==> src/rtl/sign_mag_decoder.sv <==
// Two's-complement to sign/magnitude converter; negative inputs are re-negated one bit per clock.
// Optional MINNEG_FLAG_EN adds out_minneg, flagging the most negative input value.
module sign_mag_decoder #(
  parameter int N = 8
) (
  input  logic         clk,
  input  logic         rst,
  input  logic         in_valid,
  output logic         in_ready,
  input  logic [N-1:0] in_data,
  output logic         out_valid,
  input  logic         out_ready,
  output logic [N-1:0] out_mag,
  output logic         out_sign
`ifdef MINNEG_FLAG_EN
  ,output logic        out_minneg
`endif
);

  // state | meaning
  // IDLE  | waiting for an operand, in_ready high
  // BUSY  | serially negating a negative operand, one bit per clock
  // DONE  | result held on out_* until the consumer takes it
  typedef enum logic [1:0] {IDLE, BUSY, DONE} state_t;

  localparam int CW = $clog2(N);
  localparam logic [CW-1:0] CNT_LAST = CW'(N - 1);

  state_t        state, state_nxt;
  logic [N-1:0]  x;
  logic [CW-1:0] cnt;
  logic          carry;
  logic          rdy_q;
  logic          accept;
  logic          handoff;

  // in_ready is its own flop so it reads 0 during reset and rises one edge later.
  assign in_ready  = rdy_q;
  assign out_valid = (state == DONE);
  assign accept    = in_valid & rdy_q;
  assign handoff   = (state == DONE) & out_ready;

  always_ff @(posedge clk or posedge rst) begin
    if (rst) begin
      state <= IDLE;
      rdy_q <= 1'b0;
    end else begin
      state <= state_nxt;
      rdy_q <= (state_nxt == IDLE);
    end
  end

  always_comb begin
    state_nxt = state;
    case (state)
      IDLE: if (accept) state_nxt = in_data[N-1] ? BUSY : DONE;
      BUSY: if (cnt == CNT_LAST) state_nxt = DONE;
      DONE: if (out_ready) state_nxt = IDLE;
      default: state_nxt = IDLE;
    endcase
  end

  // x shifts right so bit cnt is always at x[0]; the magnitude fills in from the top.
  always_ff @(posedge clk or posedge rst) begin
    if (rst) begin
      x        <= '0;
      cnt      <= '0;
      carry    <= 1'b0;
      out_mag  <= '0;
      out_sign <= 1'b0;
    end else begin
      case (state)
        IDLE: begin
          if (accept) begin
            x        <= in_data;
            out_sign <= in_data[N-1];
            carry    <= 1'b1;
            cnt      <= '0;
            if (!in_data[N-1]) out_mag <= in_data;
          end
        end
        BUSY: begin
          x       <= x >> 1;
          out_mag <= {~x[0] ^ carry, out_mag[N-1:1]};
          carry   <= ~x[0] & carry;
          cnt     <= (cnt == CNT_LAST) ? '0 : cnt + 1'b1;
        end
        default: ;
      endcase
    end
  end

`ifdef MINNEG_FLAG_EN
  always_ff @(posedge clk or posedge rst) begin
    if (rst) begin
      out_minneg <= 1'b0;
    end else if (accept) begin
      out_minneg <= (in_data == {1'b1, {(N-1){1'b0}}});
    end else if (handoff) begin
      out_minneg <= 1'b0;
    end
  end
`endif

endmodule
==> config.mk <==
export PLATFORM = sky130hd
export DESIGN_NAME = sign_mag_decoder
export DESIGN_NICKNAME = d
export VERILOG_FILES = /design/src/rtl/sign_mag_decoder.sv
export SDC_FILE = /design/constraint.sdc
export NUM_CORES = 1
export LEC_CHECK = 0
export ABC_AREA = 1
export ABC_CLOCK_PERIOD_IN_PS = 1500
export BUFFER_PORTS_ARGS = -buffer_cell sky130_fd_sc_hd__buf_4
export CAP_MARGIN = 10
export CORE_MARGIN = 1.5
export CORE_UTILIZATION = 30
export CTS_CLUSTER_SIZE = 12
export DETAILED_ROUTE_END_ITERATION = 8
export GPL_TIMING_DRIVEN = 0
export SYNTH_ARGS = -nofsm -noshare
export SYNTH_HDL_FRONTEND = slang
export SYNTH_SLANG_ARGS = --single-unit
==> constraint.sdc <==
create_clock -name clk -period 1.5 [get_ports clk]
set_input_delay 0.15 -clock clk [delete_from_list [all_inputs] [get_ports clk]]
set_output_delay 0.15 -clock clk [all_outputs]
set_load 0.01 [all_outputs]
# Word-level counts from Yosys, hierarchy flattened

Index checks and enable logic that the tools add are counted.

Flip-flop bits (word level): 24

Add/subtract/negate cells: 1
Eq/ne operators: 5
Multiplexer cells: 15
Bitwise operators: 4
Reduce and logical (&&, ||, !) cells: 6

Operator list:

| operator            | count |
|---|---|
| $pmux 8 s2          | 2 |
| $mux 8              | 3 |
| $mux 2              | 4 |
| $mux 3              | 2 |
| $pmux 2 s3          | 1 |
| $pmux 3 s2          | 1 |
| $logic_not 2->1     | 2 |
| $ne 2x2->1 const B  | 2 |
| $reduce_and 2->1    | 2 |
| $add 3x1->3 const B | 1 |
| $eq 3x3->1 const B  | 1 |
| $reduce_and 3->1    | 1 |
| $and 1x1->1         | 2 |
| $eq 2x1->1 const B  | 1 |
| $eq 2x2->1 const B  | 1 |
| $pmux 1 s2          | 1 |
| $reduce_bool 2->1   | 1 |
| $mux 1              | 1 |
| $not 1->1           | 1 |
| $xor 1x1->1         | 1 |

# Logic depth before layout (Yosys ltp)

Word-level depth: 4
Depth in mapped cells: 7

# Worst setup path after synthesis

Ideal clock, no wire load.

Path kind: register -> register
From: reg state[1]
To: reg rdy_q, in the netlist in_ready
Data arrival time: 1,088 ps
Slack: 296 ps
Stages on the path, launching flop included: 7
Clock period less this slack: 1,204 ps
Cell sequence: dfrtp_1 > inv_2 > nand2_1 > buf_6 > or2_1 > nand2_1 > nor2_1

Cells in the longest elaborated chain, start to end: 3
Elaborated cells between the ends (all ways): 8

Ends and longest elaborated chain:

| item                                     | RTL line | RTL |
|---|---|---|
| start, declared                          | 29       | `state_t state, state_nxt;` |
| start signal, assigned                   | 48       | `state <= state_nxt;` |
| $eq 2x2->1, or another cell as far along | 55       | `case (state)` |
| $pmux 2 s3 (*)                           | 55       |  |
| named net state_nxt[0]                   | 29       |  |
| $logic_not 2->1 (*)                      | 49       | `rdy_q <= (state_nxt == IDLE);` |
| end signal, assigned                     | 49       |  |
| end, declared                            | 33       | `logic rdy_q;` |

Mark *: on every way through the listed nets, which the timed path passes. The rest lies on a longest branch.
A chain may end at the register's enable or synchronous reset.

# Final worst setup path

Same ends and word-level chain as after synthesis.

==> results.txt <==
Status - finished, final reports clean
Global placement routability congestion - 0.765
Synth Cell Area - 1180 um2
# fillers - 407
Mux share of post-synthesis cell area - 0.849%
Avg Vias per Cell - 4.42
Hold Crit Class - in2async
Required @ worst endpoint - 1.66 ns
Largest family of logic cells by synthesized area - simple AND/OR/NAND/NOR gates
Worst r2r src - state[1]
Worst rel slew slack - 37.7%
Reg-to-reg setup timing slack - 0.17 ns
Non-Filler Instances - 221
End of the critical path - in_ready
Post-Synth XOR/XNOR Area - 0%
Worst Setup End Kind - register
Hold Buf Count CTS - 0
Number of cells on the critical path - 6
Clock net sink count - 24
Placeable core area - 3720 um2
Netlist cell types - 17
Avg Cell Area, Syn - 7.96 um2
Critical-path cell list - inv_2, nand2_1, buf_6, or2_1, nand2_1, nor2_1
Post_cts resized - 0
Achievable Freq - 751 MHz
H-tree Lvls - 1
WP buf/inv - 2
Drt first pass iters - 4
Initial Util - 31.7%
Post-Synth Adder-Cell Area - 3.18%
Sw Share - 42.0%
Post-Synth Simple-Gate Area - 35.6%
Largest net degree at the start of global routing - 25
Die area - 4310 um2
Area fraction in compound gates after synthesis - 2.87%
Layout cells sized above 1 - 20.2%
Cell internal pwr - 1.79 mW
Final setup fails - 0
Setup crit start - state[1]
Max_cap viols - 0
RSZ-0062 raised after global routing - no
Critical-path maximum fanout - 10
P_sw - 1.29 mW
VDD IR-drop max - 0.740 mV
CP top delay family - simple AND/OR/NAND/NOR gates
Crit share post-route - 88.8%
Crit path largest cell delay - 0.42 ns
Power share of the clock group - 11.9%
Endpoints failing hold - 0
Reg2reg end - in_ready
DRT iter0 DRCs - 78
Synth warnings - 0
Cell Pwr Density - 2130 nW/um2
Root Driver - clkbuf_8
Leakage - 0.815 nW
Max stage delay cell, worst path - dfrtp_1
Maximum root-to-sink buffer count - 2
Port Buffers - 22
Sequential share of the synthesized area - 51.0%
Rows - 22
Crit-path most repeated cell - nand2_1
Commonest non-fill, non-tap cells in the layout - nand2_1 (78), dfrtp_1 (24), buf_4 (22)
Comb power frac - 50.9%
Placed Cells - 218
Startpoint types - register
Total Routing Usage GR - 12.8%
Leading cell type in the layout, fill and taps excluded - nand2_1
Gr ovfl total - 0
Antenna violations before repair - 0
Reg2Reg Depth - 6
IO Pins - 23
Global-route wire length before repair - 4240 um
Flop pwr share - 37.3%
WP data arrival - 1.49 ns
Cts bufs inserted - 3
Clk Latency, worst-skew pair - 0.26 ns
HPWL Detailed - 1770 um
Vias - 977
Mapped Nets - 163
Worst-path clk slew - 0.08 ns
Cells after Synth - 148
Slew Limit Fails - 0
Final-stage net count - 190
DRC - 0
Setup bufs post-CTS - 0
Drt wl/cell - 11.0 um
Antenna violation net count after detailed routing - 0
Area Overhead vs Synth - 22.6%
#FFs+latches synth - 24
WL final - 2420 um
Least-Margin Pin Slew - 0.933 ns
DIE HEIGHT - 65.7 um
Die Width - 65.7 um
ANT cells - 0
Clock Skews - 0.00184 ns
Vias in the first global route - 938
Post-layout minimum cycle time - 1.33 ns
Fin Setup TNS - 0 ns
TritonCTS clock tree - yes
Setup Crit Path Kind - reg2reg
state kept, by name (all words and copies together) (netlist names):
name,flops
cnt,3
carry,1
out_sign,1
state,2
out_mag,8
in_ready,1
x,8
synthesized netlist by cell type, drive strengths merged:
library cell   n  area, um2
nand2         79        304
dfrtp         24        601
nand3         16       80.1
inv           10       40.0
nor2           7       28.8
buf            3       37.5
ha             3       37.5
o21ai          2       10.0
a21oi          1       16.3
mux2i          1       10.0
o21a           1       7.51
or2            1       6.26
per-stage QoR:
| stage | instance area, um2 | util, % | hold WS (ns) | worst slack [ns] | power, mW |
|---|---|---|---|---|---|
| 2_1_floorplan | 1180 | - | 0.165 | 0.296 | 2.25 |
| 3_3_place_gp | 1400 | 37.8 | 0.412 | 0.172 | 2.73 |
| 3_5_place_dp | 1400 | 37.8 | 0.423 | 0.176 | 2.75 |
| 4_1_cts | 1450 | 38.9 | 0.136 | 0.160 | 3.14 |
| 5_1_grt | 1450 | 38.9 | 0.182 | 0.0439 | 3.40 |
| 6_report | 1450 | 38.9 | 0.0990 | 0.168 | 3.08 |
power groups by stage:
stage	Sequential [mW]	Clock [mW]	Combinational, mW
floorplan	1.19	0	1.06
global route	1.19	0.416	1.79
global placement	1.16	0	1.57
detailed placement	1.16	0	1.59
finish	1.15	0.366	1.57
CTS	1.15	0.388	1.60
cells by family after synthesis:
group / after synthesis
buffers and inverters: 13
AO/OA/AOI/OAI: 4
multiplexers: 1
flip-flops: 24
adder cells (fa/ha/maj): 3
AND/OR/NAND/NOR: 103
worst min path at each step:
stage / start / endpoint / slack, ns / cells past startpoint
2_1_floorplan: rst / carry / 0.16 / 1
3_3_place_gp: rst / cnt[0] / 0.41 / 2
3_5_place_dp: rst / cnt[0] / 0.42 / 2
4_1_cts: rst / cnt[0] / 0.14 / 2
5_1_grt: rst / cnt[0] / 0.18 / 2
6_report: rst / in_ready / 0.1 / 2
final cells by class:
| type | instances | area (um2) | share of cell area (%) |
|---|---|---|---|
| plain buffers | 3 | 37.5 | 2.60 |
| clock buffers | 3 | 41.3 | 2.86 |
| inverters | 10 | 40.0 | 2.77 |
| multi-input cells | 111 | 500 | 34.6 |
| flip-flops and latches | 24 | 601 | 41.6 |
| well taps | 48 | 60.1 | 4.16 |
| repair buffers | 22 | 165 | 11.4 |
metal layers:
layer,global-route usage [%],up-vias,routed length (um),part of all wire (%)
met4,3.13,0,33,1.4
met2,20.1,25,1120,46
met5,0,-,0,0
met3,3.77,2,114,4.7
li1,-,514,-,-
met1,17.3,436,1150,48
Note: power is estimated with default switching activity, not from simulation.
